==> src/rtl/riscv_mem_arbiter.sv <==
// Round-robin 2:1 arbiter sharing one memory port between instruction and data requesters.
// Grant registered (request seen at N reaches memory at N+1); ready is combinational from mem_ready_i; a watchdog aborts stalled accesses.
module riscv_mem_arbiter #(
  parameter int ADDR_WIDTH = 32,
  parameter int DATA_WIDTH = 32,
  parameter int TIMEOUT    = 256
) (
  input  logic                    clk,
  input  logic                    rst,
  input  logic                    i_valid_i,
  output logic                    i_ready_o,
  input  logic [ADDR_WIDTH-1:0]   i_addr_i,
  input  logic [DATA_WIDTH-1:0]   i_wdata_i,
  input  logic [DATA_WIDTH/8-1:0] i_we_i,
  output logic [DATA_WIDTH-1:0]   i_rdata_o,
  input  logic                    d_valid_i,
  output logic                    d_ready_o,
  input  logic [ADDR_WIDTH-1:0]   d_addr_i,
  input  logic [DATA_WIDTH-1:0]   d_wdata_i,
  input  logic [DATA_WIDTH/8-1:0] d_we_i,
  output logic [DATA_WIDTH-1:0]   d_rdata_o,
  output logic                    mem_valid_o,
  input  logic                    mem_ready_i,
  output logic [ADDR_WIDTH-1:0]   mem_addr_o,
  output logic [DATA_WIDTH-1:0]   mem_wdata_o,
  output logic [DATA_WIDTH/8-1:0] mem_we_o,
  input  logic [DATA_WIDTH-1:0]   mem_rdata_i,
  output logic                    err_o,
  output logic                    err_src_o
);

  localparam int CW = (TIMEOUT > 0) ? $clog2(TIMEOUT + 1) : 1;
  localparam logic [CW-1:0] CNT_LAST = (TIMEOUT > 0) ? CW'(TIMEOUT - 1) : '0;

  typedef enum logic [1:0] {IDLE, BUSY_I, BUSY_D} state_t;

  state_t        state_q, state_d;
  logic          last_q;
  logic [CW-1:0] cnt_q;
  logic          err_src_q;
  logic          busy, serve_d, wdog_hit, done, grant, grant_d;

  assign busy     = (state_q != IDLE);
  assign serve_d  = (state_q == BUSY_D);
  assign wdog_hit = (TIMEOUT > 0) && busy && !mem_ready_i && (cnt_q == CNT_LAST);
  assign done     = busy && (mem_ready_i || wdog_hit);
  // A grant happens when leaving IDLE or when a completion hands over to the other port.
  assign grant    = (state_d != IDLE) && (!busy || done);
  assign grant_d  = (state_d == BUSY_D);

  always_ff @(posedge clk or posedge rst) begin
    if (rst) begin
      state_q <= IDLE;
    end else begin
      state_q <= state_d;
    end
  end

  always_comb begin
    state_d = state_q;
    case (state_q)
      IDLE: begin
        if (d_valid_i && (!i_valid_i || !last_q)) begin
          state_d = BUSY_D;
        end else if (i_valid_i) begin
          state_d = BUSY_I;
        end
      end
      BUSY_I: begin
        if (done) begin
          state_d = d_valid_i ? BUSY_D : IDLE;
        end
      end
      BUSY_D: begin
        if (done) begin
          state_d = i_valid_i ? BUSY_I : IDLE;
        end
      end
      default: state_d = IDLE;
    endcase
  end

  always_comb begin
    i_ready_o = 1'b0;
    d_ready_o = 1'b0;
    i_rdata_o = '0;
    d_rdata_o = '0;
    err_o     = wdog_hit;
    if (done && !serve_d) begin
      i_ready_o = 1'b1;
      if (mem_ready_i) begin
        i_rdata_o = mem_rdata_i;
      end
    end
    if (done && serve_d) begin
      d_ready_o = 1'b1;
      if (mem_ready_i) begin
        d_rdata_o = mem_rdata_i;
      end
    end
  end

  // The abort source is visible in the abort cycle itself, then held.
  assign err_src_o = wdog_hit ? serve_d : err_src_q;

  always_ff @(posedge clk or posedge rst) begin
    if (rst) begin
      mem_valid_o <= 1'b0;
      mem_addr_o  <= '0;
      mem_wdata_o <= '0;
      mem_we_o    <= '0;
      last_q      <= 1'b0;
      cnt_q       <= '0;
      err_src_q   <= 1'b0;
    end else begin
      if (grant) begin
        mem_valid_o <= 1'b1;
        mem_addr_o  <= grant_d ? d_addr_i : i_addr_i;
        mem_wdata_o <= grant_d ? d_wdata_i : i_wdata_i;
        mem_we_o    <= grant_d ? d_we_i : i_we_i;
        last_q      <= grant_d;
        cnt_q       <= '0;
      end else if (done) begin
        mem_valid_o <= 1'b0;
        cnt_q       <= '0;
      end else if (busy && !mem_ready_i && (TIMEOUT > 0)) begin
        cnt_q <= cnt_q + 1'b1;
      end
      if (wdog_hit) begin
        err_src_q <= serve_d;
      end
    end
  end

endmodule

==> config.mk <==
export PLATFORM = sky130hd
export DESIGN_NAME = riscv_mem_arbiter
export DESIGN_NICKNAME = d
export VERILOG_FILES = /design/src/rtl/riscv_mem_arbiter.sv
export SDC_FILE = /design/constraint.sdc
export NUM_CORES = 1
export LEC_CHECK = 0
export CAP_MARGIN = 20
export CORE_MARGIN = 10
export CORE_UTILIZATION = 37
export DETAILED_ROUTE_END_ITERATION = 10
export GPL_TIMING_DRIVEN = 0
export PLACE_DENSITY = 0.92
export SLEW_MARGIN = 30
export SYNTH_ARGS = -nofsm -noshare
export SYNTH_HDL_FRONTEND = slang
export SYNTH_SLANG_ARGS = --single-unit
==> constraint.sdc <==
create_clock -name clk -period 3.4 [get_ports clk]
set_input_delay 0.51 -clock clk [delete_from_list [all_inputs] [get_ports clk]]
set_output_delay 0.51 -clock clk [all_outputs]
set_load 0.05 [all_outputs]
Word-level counts from Yosys, hierarchy flattened:

Cells that the tools add are included.

* output and inout bits: 137
* register bits after elaboration: 82
* input bits: 173

* add/subtract/negate cells: 1
* equality and inequality tests: 4
* reduce and logical (&&, ||, !) cells: 20
* muxes and demuxes: 21

Operators by type and width (count)
* 2-to-1 mux 32 bit: 5
* 2-to-1 mux 9 bit: 3
* 2-to-1 mux 2 bit: 5
* adder 9 x 1 -> 9 bit, second input constant: 1
* == test 9 x 8 -> 1 bit, second input constant: 1
* logical AND 1 bit: 7
* 2-to-1 mux 1 bit: 6
* case mux 2 bit (3 select lines): 1
* nonzero test 2 bit: 3
* logical NOT 1 bit: 5
* == test 2 bit, second input constant: 2
* 2-to-1 mux 4 bit: 1
* logical OR 1 bit: 3
* nonzero test 3 bit: 1
* == test 2 x 1 -> 1 bit, second input constant: 1
* logical NOT 2 bit: 1

Longest topological paths before layout:

Gate-level depths: netlist of run 1.

* depth after elaboration: 10
* depth in mapped cells: 11
* gate-level depth less buffers: 9

Worst setup path after synthesis of run 1:

Ideal clock, no wire load.

* kind: reg2out
* start point: reg cnt_q[0]
* end point: out err_src_o
* data arrival time: 3.049 ns
* buffers on the path: 0
* data required time: 2.890 ns
* slack: -0.159 ns
* stages on the path, launching flop included: 8
* cells stage by stage: dfrtp_1 > ha_1 > and3_1 > and3_1 > and3_1 > ha_1 > nor3b_1 > mux2_2

* cells in the longest elaborated chain, start to end: 3

RTL lines
* start: declaration: RTL line 39 `logic [CW-1:0] cnt_q;`
* start signal: assignment: RTL line 127 `cnt_q <= cnt_q + 1'b1;`
* == test 9 x 8 -> 1 bit: RTL line 45 `assign wdog_hit = (TIMEOUT > 0) && busy && !mem_ready_i && (cnt_q == CNT_LAST);`
* logical AND 1 bit: RTL line 45
* net err_o: RTL line 28 `output logic err_o,`
* 2-to-1 mux 1 bit
* end: declaration: RTL line 29 `output logic err_src_o`

The timed path passes the listed nets, and every way through them passes these cells.

Worst setup path after layout of run 1:

* start point: in mem_ready_i
* end point: out d_rdata_o[11]

* cells in the longest elaborated chain, start to end: 7

RTL lines
* start: declaration: RTL line 23 `input logic mem_ready_i,`
* logical NOT 1 bit: RTL line 45
* logical AND 1 bit (2 in a row): RTL line 45
* logical OR 1 bit: RTL line 46 `assign done = busy && (mem_ready_i || wdog_hit);`
* logical AND 1 bit: RTL line 46
* logical AND 1 bit: RTL line 95 `if (done && serve_d) begin`
* 2-to-1 mux 32 bit (*): RTL line 95
* end: declaration: RTL line 21 `output logic [DATA_WIDTH-1:0] d_rdata_o,`

Mark *: on every way between the ends. The rest lies on a longest branch, timed or not.

==> impl_metrics.toml, run 1 <==
[worst_setup_path]
endpoint_kind = "output pin"
crit_chain = "clkdlybuf4s50_1, clkbuf_1, clkbuf_1, and3_1, clkdlybuf4s50_1"
critPathArrivalTime_ns = 2.81
start_kind = "input pin"
worstSetupPathType = "input pin to output pin"
critPathMaxFanout = 10
worstPathRequired_ns = 2.89
max_stage_delay_ns = 0.81
crit_slowest_cell = "clkdlybuf4s50_1"

[floorplanning]
pin_count = 310
rows = 41
core_sq_um = 12600
initial_utilization_pct = 37.5
die_y_um = 133
dieArea_sq_um = 17700
die_w_um = 133

[power_and_ir_drop]
max-vdd-ir-drop_mv = 0.635
total_power_mw = 8.57
powerDensity_nw_per_um2 = 1020
leakagePower_nw = 3.90

[cts]
path_clk_slew_ns = 0.06
clk_latency_ns = 0.33
cts.sinks = 82
cts_max_path_buffers = 2
root_buffer = "clkbuf_16"
cts_buffers = 9
ctsHtreeMaxLevel = 3
hold_buffers = 0
cts_setup_buffers = 0
cts_tree = "yes"

[sta]
finalSetupViolations = 0
fin_ws_ns = 0.0799
relSlewSlack_pct = 58.3
maxSlewViolCount = 0
setup_tns_ns = 0
fin_crit_sh_pct = 97.7
worstMarginPinSlew_ns = 0.624
finalCriticalPeriod_ns = 3.32
skew_ns = 0.00828
max_freq_mhz = 301
hold_viol_final = 0

[logic_synthesis]
avgSynthCellArea_sq_um = 9.73
syn_area_sq_um = 4720
ys_ff_latch = 82
syn_inst = 485
ys_seq_area_share_pct = 43.5
yosysTopAreaCell = "dfrtp_1"
synth.top_cell.area_share_pct = 43.5
synth_area_leaders = "dfrtp_1, a2bb2oi_1, a32oi_1, and3_1, o21ai_0"
ys_types = 41
yosysWarningCount = 0
synth_nets = 660

[route]
ant_nets = 0
num_vias = 5706
firstDrtPassIters = 7
detail_route.iter0.violations = 352
wirelength_mm = 22.7
viasPerCell = 5.82
drcViolationCount = 0
wire_per_inst_um = 23.1

[job]
cap_violations = 0

[final_layout]
nets = 980
drive_gt1_share_pct = 5.93
layout_commonest_cell = "clkdlybuf4s50_1"
ff_latch_area_sq_um = 2050
synthToLayoutAreaGrowth_pct = 78.3
multi_input_area_sq_um = 2380
final_cell_mix = "clkdlybuf4s50_1, dfrtp_1, o21ai_0"
fill_cells = 1002
insertedDiodeCount = 0

[hold_path]
hp-class = "flip-flop to flip-flop"

[placed_design]
routabilityCongestion = 0.858
dpl_worst_slack_ns = 0.0264
port_buffers = 308
dp_hpwl_mm = 17.7

[global_route]
grt_pass1_wl_mm = 33.8
grt_overflow = 0
antenna_found_initial = 1
grt_start_max_net_pins = 47
grt_pass1_vias = 5956
track_usage_pct = 23.8

[outcome]
status = "finished, final reports clean"
==> power by group <==
part / internal, mW / total [mW] / switching [mW] / leakage [nW]
Combinational: 2.09 / 5.87 / 3.78 / 2.80
Clock: 0.583 / 0.961 / 0.378 / 0.142
Sequential: 1.44 / 1.75 / 0.302 / 0.956
==> registers in the layout, summed over array words and instances, names as in the netlist <==
name	flops
cnt_q	9
err_src_q	1
last_q	1
mem_addr_o	32
mem_valid_o	1
mem_wdata_o	32
mem_we_o	4
state_q	2
==> critical path, delay by kind of cell <==
kind / cells / cell delay [ns]
buffers and inverters: 4 / 2.07
AND/OR/NAND/NOR: 1 / 0.21
==> final timing paths <==
check                                  from               to  slack [ns]  cells after the start
worst min-delay path               cnt_q[5]         cnt_q[5]        0.51                      1
min in group asynchronous               rst  mem_wdata_o[20]        0.55                      2
worst min register to register     cnt_q[5]         cnt_q[5]        0.51                      1
worst max register to register     cnt_q[0]      mem_we_o[2]        0.42                     11
max in group asynchronous               rst   mem_addr_o[20]        2.29                      3
worst max-delay path            mem_ready_i    d_rdata_o[11]        0.08                      5
==> cells by family (layout without fill, tap and decap cells) <==
family | after synthesis | in the layout | synth area share (%)
xor+xnor | 2 | 2 | 0.371
buf+inv | 68 | 392 | 6.26
mux | 1 | 1 | 0.239
fa+ha+maj | 2 | 2 | 0.530
compound gates | 231 | 231 | 36.7
flops | 82 | 82 | 43.5
simple gates | 99 | 99 | 12.4
==> metal layers <==
metal  GRT usage (%)  up-vias  share of wire [%]
li1                -     2574                  -
met1            24.8     2745                 36
met2            41.8      336                 50
met3            8.89       49                 11
met4            10.8        2                3.6
met5               0        -              0.057
==> through the flow <==
step,utilization [%],instances,hold WS [ns],instance area (sq um)
finish,66.9,981,0.512,8410
CTS,66.3,981,0.505,8340
detailed placement,64.1,966,0.496,8050
global route,66.9,981,0.531,8410
global placement,63.8,965,0.481,8020
floorplan,-,485,0.462,4720
==> cells in the mapped netlist <==
cell type	count
buf_1	4
a2bb2oi_1	68
nor2_4	1
clkbuf_1	41
and4_1	1
nor3_1	1
buf_4	6
a31oi_4	1
dfrtp_1	82
o2bb2ai_1	1
o31ai_1	1
inv_1	3
xor2_1	2
and2_1	1
o21ai_2	3
a31o_2	1
a211oi_1	1
and3_1	67
a21oi_2	1
or2_1	1
nor2_1	7
nor3b_1	1
o21ai_0	69
a22o_1	3
ha_1	2
nand4_1	1
nand2_1	9
o22ai_1	1
nand2b_1	2
buf_2	14
nand3_1	2
a32oi_1	68
mux2_2	1
nor2b_2	1
a21o_1	1
nor4_1	1
o21a_1	1
nor2_2	1
a22oi_1	1
nor2b_1	2
o21ai_1	10
==> layout make-up <==
cell class | count | share of cell area [%]
Buffer | 65 | 3.38
Clock buffer | 12 | 2.93
Timing Repair Buffer | 309 | 37.8
Tap cell | 172 | 2.56
Inverter | 3 | 0.193
Multi-Input combinational cell | 335 | 28.3
Clock inverter | 3 | 0.476
Sequential cell | 82 | 24.4
==> timing repair <==
action | in CTS | in global routing
gates resized for setup | 3 | 31
pin swaps | 0 | 0
endpoints found under the setup margin | 3 | 30
No activity file was read; power rests on OpenSTA's default activity.
==> inputs of run 2 (changes only) <==
Settings changed: CORE_UTILIZATION 37 to 40, PLACE_DENSITY 0.92 to 0.95.
Clock period 3.4 ns to 4.1 ns, I/O delays scaled along.
==> run 2 against run 1 <==
Net effect: utilization grew 5.6 points; final cell count shrank 2.9%; sequential power shrank 18%; count of clock-buffer cells in the layout grew 1; power shrank 16%; via count grew 2.0%; largest power group unchanged.
==> impl_metrics.toml, run 2 (synthesis gave the netlist of run 1 again) <==
[outcome]
status = "finished, final reports clean"

[global_route]
grt_pass1_wl_mm = 33.8
antenna_found_initial = 0
grt_pass1_vias = 5960
grt_overflow = 0
track_usage_pct = 25.4
grt_start_max_net_pins = 67

[sta]
hold_viol_final = 0
fin_crit_sh_pct = 93.0
maxSlewViolCount = 0
max_freq_mhz = 262
finalCriticalPeriod_ns = 3.81
rsz0062_at_grt = "no"
skew_ns = 0.00352
finalSetupViolations = 0
relSlewSlack_pct = 59.0
setup_tns_ns = 0
worstMarginPinSlew_ns = 0.609

[power_and_ir_drop]
total_power_mw = 7.17
p_int_mw = 3.43
pwr-share-comb_pct = 68.3
p_switching_mw = 3.74
max-vdd-ir-drop_mv = 0.611
switching_share_pct = 52.2
leakagePower_nw = 3.38
p_seq_share_pct = 20.1
powerDensity_nw_per_um2 = 862
clock_power_share_pct = 11.5

[placed_design]
port_buffers = 308
dp_hpwl_mm = 17.6
routabilityCongestion = 0.912

[route]
wire_per_inst_um = 23.8
wirelength_mm = 22.7
detail_route.iter0.violations = 505
num_vias = 5819
ant_nets = 0
firstDrtPassIters = 5
viasPerCell = 6.11
drcViolationCount = 0

[cts]
cts_max_path_buffers = 2
hold_buffers = 0
ctsHtreeMaxLevel = 3
cts_resized = 0
path_clk_slew_ns = 0.06
cts_tree = "yes"
cts.sinks = 82
root_buffer = "clkbuf_16"
cts_setup_buffers = 0
clk_latency_ns = 0.33
cts_buffers = 9

[final_layout]
final_cell_mix = "clkdlybuf4s50_1, dfrtp_1, o21ai_0"
largestRegisters = "mem_addr_o (32), mem_wdata_o (32), cnt_q (9)"
layout_commonest_cell = "clkdlybuf4s50_1"
nets = 980
insertedDiodeCount = 0
synthToLayoutAreaGrowth_pct = 76.3
drive_gt1_share_pct = 5.68

[worst_setup_path]
critPathMaxFanout = 4
crit_family = "simple AND/OR/NAND/NOR gates"
crit_slowest_cell = "clkdlybuf4s50_1"
crit_top_cell = "and3_1"
r2r_setup_slack_ns = 1.06
worstReg2RegStart = "cnt_q[0]"
worstPathRequired_ns = 3.48
max_stage_delay_ns = 0.72
endpoint_kind = "output pin"
worst_r2r_path_depth = 11
r2r_end = "mem_wdata_o[0]"
start_kind = "flip-flop"
cp_num_buf_inv = 1
critPathArrivalTime_ns = 3.20
crit_chain = "ha_1, and3_1, and3_1, and3_1, ha_1, nor3b_1, mux2_2, clkdlybuf4s50_1"
worstSetupPathType = "flip-flop to output pin"

[floorplanning]
die_w_um = 129
rows = 39
pin_count = 310
dieArea_sq_um = 16500
core_sq_um = 11500
die_y_um = 129
initial_utilization_pct = 41.1

[hold_path]
hp-class = "flip-flop to flip-flop"
hold_path_depth = 1
hold_path_end = "err_src_q"
hp-start = "err_src_q"

[job]
cap_violations = 0
-- run 2: how the worst max path moves through the flow --
stage | startpoint | end | slack (ns) | cells after the start
2_1_floorplan | cnt_q[0] | err_src_o | 0.44 | 7
3_3_place_gp | rst | state_q[0] | 0.06 | 2
3_5_place_dp | mem_ready_i | d_rdata_o[0] | 0.54 | 5
4_1_cts | cnt_q[1] | err_src_o | 0.31 | 8
5_1_grt | cnt_q[0] | err_src_o | 0.20 | 8
6_report | cnt_q[1] | err_src_o | 0.29 | 8
-- run 2: cell type report --
type / count / area (sq um)
Clock inverter: 3 / 47.5
Buffer: 65 / 284
Tap cell: 143 / 179
Timing Repair Buffer: 309 / 3110
Fill cell: 823 / 3150
Multi-Input combinational cell: 335 / 2380
Clock buffer: 13 / 250
Sequential cell: 82 / 2050
Inverter: 3 / 16.3
-- run 2: metal layers --
layer	global-route usage (%)	up-vias	part of all wire, %	wire length [um]
met5	0	-	0	0
met4	10.4	0	3.4	774
met3	7.76	55	9.4	2140
met2	41.9	342	49	11100
met1	30.2	2840	38	8740
li1	-	2582	-	-
-- run 2: power by group through the flow --
stage	sequential [mW]	combinational, mW	clock, mW
floorplan	2.63	1.99	0
global placement	1.43	4.74	0
detailed placement	1.44	4.86	0
CTS	1.44	4.88	0.835
global route	1.48	5.13	0.867
finish	1.44	4.90	0.827
-- run 2: through the flow --
step	utilization (%)	std cells	area, sq um	setup WS [ns]	hold slack, ns
final	72.5	953	8320	0.288	0.501
after global routing	72.5	953	8320	0.200	0.523
after CTS	72.5	953	8310	0.314	0.505
after detailed placement	69.9	937	8010	0.538	0.491
after global placement	69.6	936	7980	0.0612	0.484
after floorplan	-	485	4720	0.436	0.462
